## src/rtl/rv_decode_pkg.sv

```systemverilog
// Shared RV32I/RV64I decode types: opcodes, instruction format enum, decoded record.
package rv_decode_pkg;

  localparam int unsigned INST_W = 32;
  // Every RV base immediate is a 32-bit value sign-extended to XLEN
  localparam int unsigned IMM_W  = 32;

  localparam logic [6:0] OPC_LUI      = 7'b0110111;
  localparam logic [6:0] OPC_AUIPC    = 7'b0010111;
  localparam logic [6:0] OPC_JAL      = 7'b1101111;
  localparam logic [6:0] OPC_JALR     = 7'b1100111;
  localparam logic [6:0] OPC_BRANCH   = 7'b1100011;
  localparam logic [6:0] OPC_LOAD     = 7'b0000011;
  localparam logic [6:0] OPC_STORE    = 7'b0100011;
  localparam logic [6:0] OPC_OP_IMM   = 7'b0010011;
  localparam logic [6:0] OPC_OP       = 7'b0110011;
  localparam logic [6:0] OPC_MISC_MEM = 7'b0001111;
  localparam logic [6:0] OPC_SYSTEM   = 7'b1110011;

  typedef enum logic [2:0] {
    FMT_NONE = 3'd0,
    FMT_R    = 3'd1,
    FMT_I    = 3'd2,
    FMT_S    = 3'd3,
    FMT_B    = 3'd4,
    FMT_U    = 3'd5,
    FMT_J    = 3'd6
  } inst_format_e;

  typedef struct packed {
    logic [6:0]       opcode;
    logic [2:0]       funct3;
    logic [6:0]       funct7;
    logic [4:0]       rd;
    logic [4:0]       rs1;
    logic [4:0]       rs2;
    inst_format_e     format;
    logic [IMM_W-1:0] imm;
    logic             illegal;
  } decoded_inst_t;

endpackage

```

## src/rtl/instruction_field_decoder.sv

```systemverilog
// Combinational RV base-ISA decoder: raw fields, format, 32-bit sign-extended immediate, illegal flag.
module instruction_field_decoder
  import rv_decode_pkg::*;
#(
  parameter int unsigned XLEN = 32
) (
  input  logic [INST_W-1:0] inst,
  output decoded_inst_t     dec
);

  // Only RV32 and RV64 datapaths are meaningful
  if (XLEN != 32 && XLEN != 64) begin : g_bad_xlen
    $error("instruction_field_decoder: XLEN must be 32 or 64");
  end

  // Field slicing, format selection and immediate assembly
  always_comb begin
    dec         = '0;
    dec.opcode  = inst[6:0];
    dec.funct3  = inst[14:12];
    dec.funct7  = inst[31:25];
    dec.rd      = inst[11:7];
    dec.rs1     = inst[19:15];
    dec.rs2     = inst[24:20];
    dec.format  = FMT_NONE;
    dec.imm     = '0;
    dec.illegal = 1'b0;

    unique case (inst[6:0])
      OPC_LUI, OPC_AUIPC: begin
        dec.format = FMT_U;
        dec.imm    = {inst[31:12], 12'b0};
      end
      OPC_JAL: begin
        dec.format = FMT_J;
        dec.imm    = {{11{inst[31]}}, inst[31], inst[19:12], inst[20], inst[30:21], 1'b0};
      end
      OPC_JALR, OPC_LOAD, OPC_OP_IMM, OPC_MISC_MEM, OPC_SYSTEM: begin
        dec.format = FMT_I;
        dec.imm    = {{20{inst[31]}}, inst[31:20]};
      end
      OPC_STORE: begin
        dec.format = FMT_S;
        dec.imm    = {{20{inst[31]}}, inst[31:25], inst[11:7]};
      end
      OPC_BRANCH: begin
        dec.format = FMT_B;
        dec.imm    = {{19{inst[31]}}, inst[31], inst[7], inst[30:25], inst[11:8], 1'b0};
      end
      OPC_OP: begin
        dec.format = FMT_R;
      end
      default: begin
        dec.illegal = 1'b1;
      end
    endcase

    // Compressed/reserved encodings are not supported
    if (inst[1:0] != 2'b11) begin
      dec.format  = FMT_NONE;
      dec.imm     = '0;
      dec.illegal = 1'b1;
    end
  end

endmodule

```

## src/rtl/instruction_decode_queue.sv

```systemverilog
// Decode stage: decodes accepted instructions and buffers them with their PC in a DEPTH-entry FIFO.
module instruction_decode_queue
  import rv_decode_pkg::*;
#(
  parameter int unsigned XLEN  = 32,
  parameter int unsigned DEPTH = 2
) (
  input  logic              clock,
  input  logic              reset_n,
  input  logic              flush,
  input  logic              in_valid,
  output logic              in_ready,
  input  logic [31:0]       inst,
  input  logic [XLEN-1:0]   in_pc,
  output logic              out_valid,
  input  logic              out_ready,
  output logic [XLEN-1:0]   out_pc,
  output logic [6:0]        inst_opcode,
  output logic [2:0]        inst_funct3,
  output logic [6:0]        inst_funct7,
  output logic [4:0]        inst_rd,
  output logic [4:0]        inst_rs1,
  output logic [4:0]        inst_rs2,
  output logic [2:0]        inst_format,
  output logic [XLEN-1:0]   inst_imm,
  output logic              inst_illegal
);

  localparam int unsigned PTR_W = (DEPTH > 1) ? $clog2(DEPTH) : 1;
  localparam int unsigned CNT_W = $clog2(DEPTH) + 1;

  typedef struct packed {
    logic [XLEN-1:0] pc;
    decoded_inst_t   dec;
  } entry_t;

  entry_t            storage [DEPTH];
  logic [PTR_W-1:0]  wptr;
  logic [PTR_W-1:0]  rptr;
  logic [CNT_W-1:0]  count;
  decoded_inst_t     dec;
  entry_t            head;
  logic              accept;
  logic              pop;

  instruction_field_decoder #(
    .XLEN (XLEN)
  ) u_decoder (
    .inst (inst),
    .dec  (dec)
  );

  // Handshake qualifiers; in_ready deliberately ignores out_ready
  assign in_ready  = reset_n & ~flush & (count != CNT_W'(DEPTH));
  assign out_valid = (count != '0);
  assign accept    = in_valid & in_ready;
  assign pop       = out_valid & out_ready;

  // Pointer increment with wrap at DEPTH
  function automatic logic [PTR_W-1:0] ptr_inc(input logic [PTR_W-1:0] p);
    return (p == PTR_W'(DEPTH - 1)) ? '0 : p + PTR_W'(1);
  endfunction

  // FIFO storage, pointers and occupancy; flush drops everything including a same-cycle pop
  always_ff @(posedge clock or negedge reset_n) begin
    if (!reset_n) begin
      for (int i = 0; i < DEPTH; i++) storage[i] <= '0;
      wptr  <= '0;
      rptr  <= '0;
      count <= '0;
    end else if (flush) begin
      wptr  <= '0;
      rptr  <= '0;
      count <= '0;
    end else begin
      if (accept) begin
        storage[wptr] <= '{pc: in_pc, dec: dec};
        wptr          <= ptr_inc(wptr);
      end
      if (pop) rptr <= ptr_inc(rptr);
      unique case ({accept, pop})
        2'b10:   count <= count + CNT_W'(1);
        2'b01:   count <= count - CNT_W'(1);
        default: count <= count;
      endcase
    end
  end

  // Head entry drives the outputs directly; no enqueue bypass
  assign head         = storage[rptr];
  assign out_pc       = head.pc;
  assign inst_opcode  = head.dec.opcode;
  assign inst_funct3  = head.dec.funct3;
  assign inst_funct7  = head.dec.funct7;
  assign inst_rd      = head.dec.rd;
  assign inst_rs1     = head.dec.rs1;
  assign inst_rs2     = head.dec.rs2;
  assign inst_format  = head.dec.format;
  assign inst_imm     = XLEN'($signed(head.dec.imm));
  assign inst_illegal = head.dec.illegal;

endmodule

```

## config.mk

```make
export PLATFORM = sky130hd
export DESIGN_NAME = instruction_decode_queue
export DESIGN_NICKNAME = d
export VERILOG_FILES = /design/src/rtl/rv_decode_pkg.sv /design/src/rtl/instruction_field_decoder.sv /design/src/rtl/instruction_decode_queue.sv
export SDC_FILE = /design/constraint.sdc
export NUM_CORES = 1
export LEC_CHECK = 0
export CAP_MARGIN = 15
export CORE_ASPECT_RATIO = 0.5
export CORE_UTILIZATION = 55
export DETAILED_ROUTE_END_ITERATION = 10
export DONT_BUFFER_PORTS = 1
export PLACE_DENSITY_LB_ADDON = 0.12
export SLEW_MARGIN = 20
export SYNTH_ARGS = -nofsm -noshare
export SYNTH_HDL_FRONTEND = slang
export SYNTH_HIERARCHICAL = 1
export SYNTH_SLANG_ARGS = --single-unit
```

## constraint.sdc

```tcl
create_clock -name clock -period 2.1 [get_ports clock]
set_clock_uncertainty 0.1 [all_clocks]
set_input_delay 0.21 -clock clock [delete_from_list [all_inputs] [get_ports clock]]
set_output_delay 0.21 -clock clock [all_outputs]
set_load 0.01 [all_outputs]
```

==> impl_metrics.py, run 1 <==
metrics = {
    "finish": {
        "nets": 782,
        "antennaDiodeCount": 0,
        "utilization_pct": 63.2,
        "area_growth_pct": 11.8,
        "fillCellCount": 1294,
        "drive_gt1_share_pct": 31.4,
    },
    "die": {
        "fp.dieH_um": 96.7,
        "rows": 34,
        "io_pins": 171,
        "initial_core_util_pct": 56.6,
        "core_area_um2": 17400,
        "dieArea_um2": 18500,
        "fp.dieW_um": 191,
    },
    "routing": {
        "drt-total-wl_um": 19700,
        "drtIter0Drc": 196,
        "viasPerCell": 5.67,
        "ant_nets": 0,
        "dr.pass1.iters": 4,
        "wl_per_cell_um": 20.5,
        "num_vias": 5435,
        "drc": 0,
    },
    "critical_path": {
        "rr_worst_depth": 4,
        "worst-setup-path-type": "reg2out",
        "crit_path_start_kind": "flip-flop",
        "crit_end": "inst_format[2]",
        "cp-end-kind": "output pin",
        "crit_fanout": 31,
        "startpoint": "rptr$_DFFE_PN0P_",
        "required_ns": 1.79,
        "worstPathArrival_ns": 1.70,
        "r2r_slack_ns": 0.19,
        "r2r-end": "storage[176]$_DFFE_PN0P_",
        "rr_startpoint": "count[1]$_DFFE_PN0P_",
    },
    "clock_tree": {
        "hold_buffers": 70,
        "clk_latency_ns": 0.47,
        "cts-buffers-inserted": 19,
        "cts_buffer_depth": 3,
        "htreeDepth": 1,
        "clk_pin_slew_worst_paths_ns": 0.06,
        "tritoncts": "yes",
        "cts_sinks": 204,
        "root_buffer": "clkbuf_16",
    },
    "pwr": {
        "p_sw_share_pct": 24.9,
        "p_int_mw": 7.47,
        "power.share.clock_pct": 33.6,
        "seqPwrFrac_pct": 49.9,
        "power_frac_comb_pct": 16.6,
        "p_sw_mw": 2.48,
        "p_leak_nw": 5.11,
        "ir_worst_vdd_mv": 0.655,
        "power_density_nw_per_um2": 903,
    },
    "yosys": {
        "synth_area_um2": 9870,
        "ys_seq_elements": 204,
        "yosysSeqAreaShare_pct": 51.7,
        "ys_warn_count": 6,
        "synthArstFlopShare_pct": 100,
        "synth_cell_types": 48,
        "synth_area_per_cell_um2": 14.6,
        "synth_edf_count": 0,
        "syn_inst": 678,
        "synthTopCellsByCount": "dfrtp_1, mux2_2, mux2_1",
        "netlist_top_cells_area": "dfrtp_1, mux2_2, mux2_1",
        "synth_fp_nets": 747,
        "ys.flop_type": "dfrtp_1",
        "synth_area_leader_cell": "dfrtp_1",
        "synth_top_area_share_pct": 51.7,
        "yosysMostFrequentCell": "dfrtp_1",
    },
    "sta": {
        "rsz0062_at_grt": "no",
        "maxSlewHeadroom_pct": 40.0,
        "timing.final.crit_share_pct": 95.7,
        "fmax_mhz": 498,
        "worst_pin_slew_ns": 0.899,
        "setup_violations": 0,
        "hold_viol": 204,
        "whs_ns": -0.671,
        "setup_tns_ns": 0,
        "period_needed_ns": 2.01,
        "drv_slew": 0,
    },
    "status": {
        "status": "finished, violations left",
        "violations": "hold timing",
    },
    "min_path": {
        "hp-class": "in2async",
    },
    "placed_design": {
        "numPortBuffers": 0,
        "dp_hpwl_um": 12200,
        "gp_congestion": 0.796,
    },
    "global_route": {
        "grt_use_total_pct": 21.7,
        "grt-ovfl-total": 0,
        "grt_max_degree": 209,
        "antenna_found_initial": 0,
        "grt_pass1_wl_um": 31800,
        "first_global_vias": 5638,
    },
    "job": {
        "timing.max_cap.violations": 0,
    },
}
worst min path at each step:
stage                                     endpoint  slack [ns]
after floorplan               count[0]$_DFFE_PN0P_       -0.19
after global placement     storage[94]$_DFFE_PN0P_       -0.18
after detailed placement   storage[94]$_DFFE_PN0P_       -0.18
after CTS                  storage[37]$_DFFE_PN0P_       -0.69
after global routing      storage[190]$_DFFE_PN0P_       -0.70
final                     storage[190]$_DFFE_PN0P_       -0.67
cell families after synthesis:
| kind of cell | after synthesis | synth area share, % |
|---|---|---|
| buf+inv | 76 | 6.78 |
| simple gates | 48 | 3.13 |
| xor+xnor | 1 | 0.0888 |
| flops | 204 | 51.7 |
| mux | 301 | 34.3 |
| compound gates | 48 | 3.92 |
critical path, stage by stage, from the launching register on:
cell     delay, ns
dfrtp_4       0.54
buf_12        0.24
mux2_2        0.42
state kept, by name, indices dropped and copies added, names as in the netlist:
signal   flops
wptr         1
storage    200
count        2
rptr         1
per-layer routing:
metal | global-route usage, % | part of all wire, % | up-vias
li1 | - | - | 2475
met1 | 29.8 | 46 | 2802
met2 | 34.8 | 46 | 134
met4 | 3.85 | 1.5 | 0
met5 | 0 | 0 | -
met3 | 5.91 | 6.5 | 24
stage by stage:
step	instance area [um2]	cells	setup WS [ns]	hold WS [ns]	power [mW]
after global placement	9720	854	0.224	-0.182	6.47
after floorplan	9870	678	0.356	-0.186	6.30
after global routing	11000	958	0.0393	-0.695	10.5
final	11000	958	0.0909	-0.671	9.95
after detailed placement	9720	854	0.194	-0.181	6.55
after CTS	11000	956	0.0236	-0.691	10.1
power groups by stage:
stage | Sequential (mW) | Clock, mW | Combinational, mW
floorplan | 4.92 | 0 | 1.38
global placement | 4.99 | 0 | 1.48
detailed placement | 5.04 | 0 | 1.51
CTS | 4.97 | 3.45 | 1.67
global route | 5.07 | 3.63 | 1.78
finish | 4.97 | 3.34 | 1.65
cell usage in the layout (no fill, tap or decap), types with 4 or more instances in the layout:
cell / instances
dlygate4sd3_1: 70
nor2_1: 6
o21ai_0: 7
mux2_2: 160
a21o_1: 9
dfrtp_1: 203
a22o_1: 5
clkbuf_1: 4
mux2_1: 140
clkbuf_8: 4
a21oi_1: 4
clkinv_2: 4
buf_12: 8
inv_1: 4
buf_4: 7
and2_1: 10
a21o_2: 12
clkbuf_16: 19
nand2_1: 5
cell type report:
type	instances	area [um2]	share of cell area (%)
flip-flops and latches	204	5110	46.3
well taps	234	293	2.66
clock inverters	5	50.0	0.454
clock buffers	27	546	4.95
repair buffers	85	913	8.28
inverters	5	18.8	0.170
multi-input cells	398	4100	37.2
repair_timing:
| item | CTS | global route |
|---|---|---|
| setup endpoints to repair | 0 | 20 |
| hold endpoints to repair | 405 | 204 |
| setup buffers | 0 | 2 |
| gates resized for setup | 0 | 0 |
(Power assumes the default switching activity.)
==> run 2: changes to the inputs <==
--- a/config.mk
+++ b/config.mk
@@ -8,10 +8,11 @@
 export CAP_MARGIN = 15
 export CORE_ASPECT_RATIO = 0.5
 export CORE_UTILIZATION = 55
+export CTS_CLUSTER_DIAMETER = 120
 export DETAILED_ROUTE_END_ITERATION = 10
 export DONT_BUFFER_PORTS = 1
+export GPL_TIMING_DRIVEN = 0
 export PLACE_DENSITY_LB_ADDON = 0.12
-export SLEW_MARGIN = 20
 export SYNTH_ARGS = -nofsm -noshare
 export SYNTH_HDL_FRONTEND = slang
 export SYNTH_HIERARCHICAL = 1
==> impl_metrics.py, run 2 (synthesized netlist as in run 1, its figures left out) <==
metrics = {
    "sta": {
        "fmax_mhz": 495,
        "maxSlewHeadroom_pct": 36.4,
        "period_needed_ns": 2.02,
        "timing.final.crit_share_pct": 96.1,
        "worst_pin_slew_ns": 0.952,
        "hold_viol": 204,
        "drv_slew": 0,
        "setup_slack_ns": 0.0809,
        "setup_violations": 0,
        "whs_ns": -0.689,
    },
    "clock_tree": {
        "cts_buffer_depth": 3,
        "clk_latency_ns": 0.48,
        "root_buffer": "clkbuf_16",
        "clk_pin_slew_worst_paths_ns": 0.07,
        "hold_buffers": 70,
        "htreeDepth": 1,
        "cts_sinks": 204,
        "tritoncts": "yes",
        "cts-buffers-inserted": 20,
    },
    "placed_design": {
        "dp_hpwl_um": 15100,
        "postPlaceCellArea_um2": 10200,
        "gp_congestion": 0.849,
        "pre_cts_slack_ns": 0.127,
        "numPortBuffers": 0,
    },
    "status": {
        "status": "finished, violations left",
        "violations": "hold timing",
    },
    "global_route": {
        "grt_pass1_wl_um": 35200,
        "first_global_vias": 6159,
        "antenna_found_initial": 1,
        "grt-ovfl-total": 0,
        "grt_max_degree": 209,
        "grt_use_total_pct": 24.9,
    },
    "routing": {
        "wl_per_cell_um": 22.0,
        "num_vias": 5743,
        "drtIter0Drc": 230,
        "viasPerCell": 5.63,
        "dr.pass1.iters": 4,
        "drc": 0,
        "drt-total-wl_um": 22400,
        "ant_nets": 0,
    },
    "pwr": {
        "ir_worst_vdd_mv": 0.594,
        "p_leak_nw": 5.45,
        "power_mw": 10.5,
        "power_density_nw_per_um2": 900,
    },
    "die": {
        "rows": 34,
        "core_area_um2": 17400,
        "initial_core_util_pct": 56.6,
        "fp.dieW_um": 191,
        "dieArea_um2": 18500,
        "fp.dieH_um": 96.7,
        "io_pins": 171,
    },
    "finish": {
        "utilization_pct": 66.6,
        "area_growth_pct": 17.7,
        "layout_common_cells": "dfrtp_1, mux2_2, mux2_1",
        "nets": 841,
        "fillCellCount": 1283,
        "final_common_cell": "dfrtp_1",
        "regMostFlops": "storage",
        "final_area_um2": 11600,
        "reg_top3": "storage (200), count (2)",
        "largest_register_ffs": 200,
        "drive_gt1_share_pct": 36.3,
    },
    "critical_path": {
        "critical_path.top_delay_family": "buffers and inverters",
        "slowest_delay_ns": 0.40,
        "worst-setup-path-type": "reg2out",
        "crit_fanout": 10,
        "cp-end-kind": "output pin",
        "crit_buf_inv": 2,
        "crit_chain": "clkbuf_4 > buf_6 > mux2_2",
        "worstPathArrival_ns": 1.71,
        "crit_path_start_kind": "flip-flop",
        "required_ns": 1.79,
        "cp_slowest_cell": "mux2_2",
    },
    "min_path": {
        "hp-class": "in2async",
    },
    "job": {
        "timing.max_cap.violations": 0,
    },
}
run 2: cell count changes in the layout (fill, tap and decap cells not counted), sizes merged:
cell    delta
inv        +1
buf       +54
diode      +1
clkinv     -2
clkbuf     +8
run 2: worst register-to-register path, delay by kind of cell (launching register included):
family | cells | cell delay (ns)
simple gates | 2 | 0.17
flops | 1 | 0.43
compound gates | 1 | 0.14
buf+inv | 2 | 1.11
run 2: per-layer routing:
metal / global-route usage, % / vias to the layer above / part of all wire (%)
li1: - / 2595 / -
met2: 40.1 / 141 / 46
met5: 0 / - / 0
met3: 6.68 / 31 / 6.9
met4: 4.46 / 0 / 1.4
met1: 34.1 / 2976 / 46
run 2: timing repair:
item                       4_1_cts  5_1_grt
hold endpoints to repair       400      204
buffers inserted                 0        2
setup endpoints to repair       99       86
gates resized for setup          9       18
run 2: area by class of cell:
class / count / area, um2 / area share (%)
Timing Repair Buffer: 72 / 716 / 6.16
Buffer: 71 / 716 / 6.16
Tap cell: 234 / 293 / 2.52
Inverter: 5 / 18.8 / 0.162
Clock buffer: 31 / 623 / 5.36
Antenna cell: 1 / 2.50 / 0.0215
Clock inverter: 4 / 48.8 / 0.420
Multi-Input combinational cell: 398 / 4090 / 35.2
Sequential cell: 204 / 5110 / 44.0
run 2: through the flow:
stage	cells	setup TNS, ns
final	1020	0
after global placement	912	0
after detailed placement	912	0
after global routing	1020	-0.0402
after CTS	1017	-1.27
after floorplan	678	0
run 2: path summary, 6_finish.rpt:
path                                           from                       end  slack, ns  cells past startpoint
max                                rptr$_DFFE_PN0P_               inst_rs2[3]       0.08                      3
min                                         reset_n  storage[189]$_DFFE_PN0P_      -0.69                      0
max reg2reg                    count[0]$_DFFE_PN0P_      count[1]$_DFFE_PN0P_       0.09                      5
min reg2reg                storage[138]$_DFFE_PN0P_  storage[138]$_DFFE_PN0P_       0.38                      1
max in group asynchronous                   reset_n  storage[124]$_DFFE_PN0P_       2.30                      0
min in group clock                          inst[0]    storage[0]$_DFFE_PN0P_       0.03                      3
run 2: power by group:
group | switching [mW] | internal, mW
Combinational | 0.825 | 0.979
Sequential | 0.317 | 4.64
Clock | 1.52 | 2.17
